[src/rtl/reset_sequencer_pkg.sv]
// +----------------------------------------------------------------------+
// | reset_sequencer_pkg                                                  |
// | State encodings and width helpers shared by the reset sequencer.     |
// | Revision: 1.0                                                        |
// +----------------------------------------------------------------------+
`default_nettype none
`timescale 1ps/1ps

package reset_sequencer_pkg;

    typedef enum logic [1:0] {
        ASSERT  = 2'd0,
        HOLD    = 2'd1,
        RELEASE = 2'd2,
        DONE    = 2'd3
    } seq_state_e;

    // Counter must hold the larger of the hold and gap terminal counts.
    function automatic int cnt_width(input int hold_cycles, input int gap_cycles);
        int max_cycles;
        max_cycles = (hold_cycles > gap_cycles) ? hold_cycles : gap_cycles;
        return (max_cycles < 1) ? 1 : $clog2(max_cycles + 1);
    endfunction

    function automatic int idx_width(input int num_domains);
        return (num_domains < 2) ? 1 : $clog2(num_domains);
    endfunction

endpackage

`default_nettype wire

[src/rtl/reset_sequencer_synchronizer.sv]
// +----------------------------------------------------------------------+
// | reset_synchronizer                                                   |
// | Async-assert / sync-release shift chain for an active-low reset.     |
// | Revision: 1.0                                                        |
// +----------------------------------------------------------------------+
`default_nettype none
`timescale 1ps/1ps

module reset_synchronizer #(
    parameter int STAGE_COUNT = 2
) (
    input  logic clk,
    input  logic rst_n,
    output logic sync_out
);

    logic [STAGE_COUNT-1:0] chain;

    always_ff @(posedge clk or negedge rst_n) begin
        if (!rst_n) begin
            chain <= '0;
        end else begin
            chain <= {chain[STAGE_COUNT-2:0], 1'b1};
        end
    end

    assign sync_out = chain[STAGE_COUNT-1];

endmodule

`default_nettype wire

[src/rtl/reset_sequencer.sv]
// +----------------------------------------------------------------------+
// | reset_sequencer                                                      |
// | Synchronizes the board reset and releases NUM_DOMAINS resets in      |
// | order. Define RESET_SEQ_SW_RST_EN to add the sw_rst_req restart.     |
// | Revision: 1.0                                                        |
// +----------------------------------------------------------------------+
`default_nettype none
`timescale 1ps/1ps

module reset_sequencer
    import reset_sequencer_pkg::*;
#(
    parameter int STAGE_COUNT = 2,
    parameter int NUM_DOMAINS = 3,
    parameter int HOLD_CYCLES = 4,
    parameter int GAP_CYCLES  = 3
) (
    input  logic                   clk,
    input  logic                   reset,
`ifdef RESET_SEQ_SW_RST_EN
    input  logic                   sw_rst_req,
`endif
    output logic [NUM_DOMAINS-1:0] domain_reset,
    output logic                   seq_done
);

    localparam int CNT_W = cnt_width(HOLD_CYCLES, GAP_CYCLES);
    localparam int IDX_W = idx_width(NUM_DOMAINS);

    localparam logic [CNT_W-1:0] HOLD_LAST = CNT_W'((HOLD_CYCLES > 0) ? HOLD_CYCLES - 1 : 0);
    localparam logic [CNT_W-1:0] GAP_LAST  = CNT_W'(GAP_CYCLES - 1);
    localparam logic [CNT_W-1:0] CNT_MAX   = '1;
    localparam logic [IDX_W-1:0] LAST_IDX  = IDX_W'(NUM_DOMAINS - 1);
    localparam logic [IDX_W-1:0] IDX_ONE   = IDX_W'(1);

    logic sync_rel;
    logic restart;

    seq_state_e             state;
    seq_state_e             state_d;
    logic [CNT_W-1:0]       cnt;
    logic [CNT_W-1:0]       cnt_d;
    logic [CNT_W-1:0]       cnt_inc;
    logic [IDX_W-1:0]       idx;
    logic [IDX_W-1:0]       idx_d;
    logic [IDX_W-1:0]       rel_idx;
    logic                   rel_fire;
    logic [NUM_DOMAINS-1:0] domain_reset_d;
    logic                   seq_done_d;

    reset_synchronizer #(
        .STAGE_COUNT (STAGE_COUNT)
    ) u_sync (
        .clk      (clk),
        .rst_n    (reset),
        .sync_out (sync_rel)
    );

`ifdef RESET_SEQ_SW_RST_EN
    // A request is meaningless until the board reset has been synchronized.
    assign restart = sw_rst_req & sync_rel;
`else
    assign restart = 1'b0;
`endif

    assign cnt_inc = (cnt == CNT_MAX) ? cnt : cnt + CNT_W'(1);

    always_ff @(posedge clk or negedge reset) begin
        if (!reset) begin
            state        <= ASSERT;
            cnt          <= '0;
            idx          <= '0;
            domain_reset <= '0;
            seq_done     <= 1'b0;
        end else begin
            state        <= state_d;
            cnt          <= cnt_d;
            idx          <= idx_d;
            domain_reset <= domain_reset_d;
            seq_done     <= seq_done_d;
        end
    end

    always_comb begin
        state_d        = state;
        cnt_d          = cnt;
        idx_d          = idx;
        domain_reset_d = domain_reset;
        seq_done_d     = seq_done;
        rel_fire       = 1'b0;
        rel_idx        = '0;

        if (restart) begin
            state_d        = ASSERT;
            cnt_d          = '0;
            idx_d          = '0;
            domain_reset_d = '0;
            seq_done_d     = 1'b0;
        end else begin
            case (state)
                ASSERT: begin
                    if (sync_rel) begin
                        if (HOLD_CYCLES == 0) begin
                            rel_fire = 1'b1;
                        end else begin
                            state_d = HOLD;
                            cnt_d   = '0;
                        end
                    end
                end
                HOLD: begin
                    if (cnt >= HOLD_LAST) begin
                        rel_fire = 1'b1;
                    end else begin
                        cnt_d = cnt_inc;
                    end
                end
                RELEASE: begin
                    if (cnt >= GAP_LAST) begin
                        rel_fire = 1'b1;
                        rel_idx  = idx + IDX_ONE;
                    end else begin
                        cnt_d = cnt_inc;
                    end
                end
                DONE: begin
                    state_d = DONE;
                end
                default: begin
                    state_d = ASSERT;
                end
            endcase

            // Domains release lowest first, so the next release is a thermometer fill.
            if (rel_fire) begin
                domain_reset_d = NUM_DOMAINS'({domain_reset, 1'b1});
                cnt_d          = '0;
                idx_d          = rel_idx;
                if (rel_idx == LAST_IDX) begin
                    state_d    = DONE;
                    seq_done_d = 1'b1;
                end else begin
                    state_d    = RELEASE;
                end
            end
        end
    end

endmodule

`default_nettype wire
[config.mk]
export PLATFORM = sky130hd
export DESIGN_NAME = reset_sequencer
export DESIGN_NICKNAME = d
export VERILOG_FILES = /design/src/rtl/reset_sequencer_pkg.sv /design/src/rtl/reset_sequencer_synchronizer.sv /design/src/rtl/reset_sequencer.sv
export SDC_FILE = /design/constraint.sdc
export NUM_CORES = 1
export LEC_CHECK = 0
export ABC_AREA = 1
export BUFFER_PORTS_ARGS = -buffer_cell sky130_fd_sc_hd__buf_2
export CORE_MARGIN = 8
export CORE_UTILIZATION = 51
export CTS_CLUSTER_DIAMETER = 30
export CTS_CLUSTER_SIZE = 24
export DETAILED_ROUTE_END_ITERATION = 8
export PLACE_DENSITY = 0.7
export SLEW_MARGIN = 20
export SYNTH_ARGS = -nofsm -noshare
export SYNTH_HDL_FRONTEND = slang
export SYNTH_SLANG_ARGS = --single-unit
[constraint.sdc]
create_clock -name clk -period 3.6 [get_ports clk]
set_input_delay 0.54 -clock clk [delete_from_list [all_inputs] [get_ports clk]]
set_output_delay 0.54 -clock clk [all_outputs]
set_load 0.03 [all_outputs]
==> flow_summary.toml <==
[finish]
area_growth_pct = 10.3
nFillCells = 118
drive_gt1_frac = 0.155
stdcell_area_um2 = 753
diodes = 0
layout.nets = 95

[floorplan]
die_w_um = 52.6
die_area_um2 = 2770
io_pins = 6
rows = 13
core_um2 = 1270
fp.dieH_um = 52.6
start_util = 0.538

[cts]
clkTransAtPathRegs_ps = 70
htreeDepth = 1
cts_hold_buf = 0
postCtsSetupRepairBufs = 0
cts_buffer_depth = 2
cts_buffers = 3
cts-root-buf = "clkbuf_4"
insertion_delay_ps = 260
cts_tree = "built"
clkSinkCount = 13
ctsResizeCount = 0

[setup_path]
crit_arrival_ps = 1730
critical_path_required_ps = 3760
worstSetupStartpointType = "register"
end_kind = "register"
critical_path_class = "reg2reg"
path_max_fanout = 9

[detailed_routing]
vias = 481
ant_nets = 0
firstDrtPassIters = 4
via_per_inst = 4.86
wirelength_mm = 1.20
drt-initial-drc-count = 9
drc = 0
wl_per_cell_um = 12.1

[power_and_ir_drop]
power_density_nw_per_um2 = 936
power_switching_mw = 0.331
ir_worst_vdd_mv = 0.480
seqPwrFrac = 0.350
internal_power_mw = 0.374
power_frac_clock = 0.121
power_leakage_nw = 0.426
swShare = 0.470
power_mw = 0.705
comb_power_share = 0.529

[placement]
place_hpwl_um = 889
gp_congestion = 0.771
numPortBuffers = 5
postPlaceCellArea_um2 = 727

[synthesis]
synth.area.top_cells = "dfrtp_1 48%, ha_1 15%, nand2_1 10%, inv_1 6.6%, nand2_4 3.3%"
synth_top_area_frac = 0.476
synth.largest_area_cell = "dfrtp_1"
ys_types = 17
synth_fp_nets = 85
yosysMostFrequentCell = "nand2_1"
yosysSeqAreaShare = 0.476
async_flop_share = 1.00
yosys_register_bits = 13
synth_warnings = 0
syn_avg_cell_area_um2 = 9.11
synthFlopType = "dfrtp_1"
synth_common_cells = "19 x nand2_1, 13 x dfrtp_1, 12 x inv_1"
synth_enable_flop_cells = 0
syn_inst = 75
synth_area_um2 = 683

[sta]
finalSetupViolations = 0
final.setup.tns_ps = 0
final_max_slew_viol_count = 0
min_period_ps = 1570
finalCritPeriodShare = 0.435
fin_skew_ps = 0.576
rsz0062_at_grt = "no"
hold_violations = 0
timing.fmax_ghz = 0.639

[global_routing]
gr-total-overflow = 0
grt_max_degree = 14
globalRouteTotalUtil = 0.0956
grt_pass1_vias = 450
grt_pass1_wl_mm = 1.97
antenna_found_initial = 0

[outcome]
status = "completed"

[hold_path]
holdCritPathClass = "in2async"

[job]
drv_cap = 0
==> per-layer routing <==
layer / vias to the layer above / part of all wire / GRT usage
li1: 255 / - / -
met1: 216 / 0.48 / 0.113
met2: 8 / 0.48 / 0.142
met3: 2 / 0.023 / 0.0170
met4: 0 / 0.017 / 0.0862
met5: - / 0 / 0
==> area by class of cell <==
class,instances,area [um2],share of cell area
Inverter,12,45.0,0.0598
Multi-Input combinational cell,50,313,0.415
Tap cell,15,18.8,0.0249
Timing Repair Buffer,5,25.0,0.0332
Clock buffer,4,26.3,0.0349
Sequential cell,13,325,0.432
==> sequential cells by signal (all words and copies together) (netlist names) <==
signal / flops
state: 2
domain_reset: 3
u_sync.chain: 2
seq_done: 1
cnt: 3
idx: 2
==> final timing paths <==
kind,start,endpoint,slack [ps],cells after the start
max,cnt[1],state[1],2030,10
min,reset,u_sync.chain[0],140,1
max reg2reg,cnt[1],state[1],2030,10
min reg2reg,u_sync.chain[0],u_sync.chain[1],350,0
max in group asynchronous,reset,state[1],3240,1
min in group clk,u_sync.chain[0],u_sync.chain[1],350,0
==> power by group through the flow <==
stage	clock, mW	combinational (mW)	sequential (mW)
2_1_floorplan	0	0.248	0.282
3_3_place_gp	0	0.354	0.247
3_5_place_dp	0	0.369	0.249
4_1_cts	0.0906	0.373	0.246
5_1_grt	0.0978	0.420	0.255
6_report	0.0851	0.373	0.247
==> critical path, cell delays in order (launching register included) <==
cell	delay, ps
dfrtp_1	430
ha_1	200
ha_1	170
nor2_1	80
nand2_1	50
nand2_1	100
nand2_4	80
nand2_4	110
inv_1	70
o21ai_1	110
nand2_1	60
==> cell usage in the layout (no fill, tap or decap) <==
| cell type | Yosys | final |
|---|---|---|
| nand3_1 | 3 | 3 |
| conb_1 | 1 | 1 |
| nand2_2 | 2 | 2 |
| clkbuf_4 | 0 | 3 |
| a21oi_1 | 1 | 1 |
| dfrtp_1 | 13 | 13 |
| o22ai_1 | 3 | 3 |
| nand4_1 | 1 | 1 |
| ha_1 | 8 | 8 |
| o21ai_0 | 2 | 2 |
| nand2_1 | 19 | 19 |
| nand3_2 | 1 | 1 |
| o21ai_1 | 1 | 1 |
| buf_2 | 0 | 5 |
| inv_1 | 12 | 12 |
| nor2_1 | 3 | 3 |
| clkbuf_1 | 0 | 1 |
| nand2_4 | 2 | 2 |
| or2_1 | 1 | 1 |
| nand3b_1 | 2 | 2 |
==> metrics by stage <==
stage	setup slack, ps	hold WS [ps]	util	instances
2_1_floorplan	2170	244	-	75
3_3_place_gp	2070	335	0.573	95
3_5_place_dp	2040	337	0.573	95
4_1_cts	2030	146	0.594	99
5_1_grt	1900	154	0.594	99
6_report	2030	142	0.594	99
==> kinds of logic (layout without fill, tap and decap cells) <==
kind of cell / Yosys count / in the layout / synth area share
other: 1 / 1 / 0.00549
buffers and inverters: 12 / 21 / 0.0659
AO/OA/AOI/OAI: 7 / 7 / 0.0568
AND/OR/NAND/NOR: 34 / 34 / 0.249
adder cells (fa/ha/maj): 8 / 8 / 0.147
flip-flops: 13 / 13 / 0.476
Note: power is estimated with default switching activity, not from simulation.
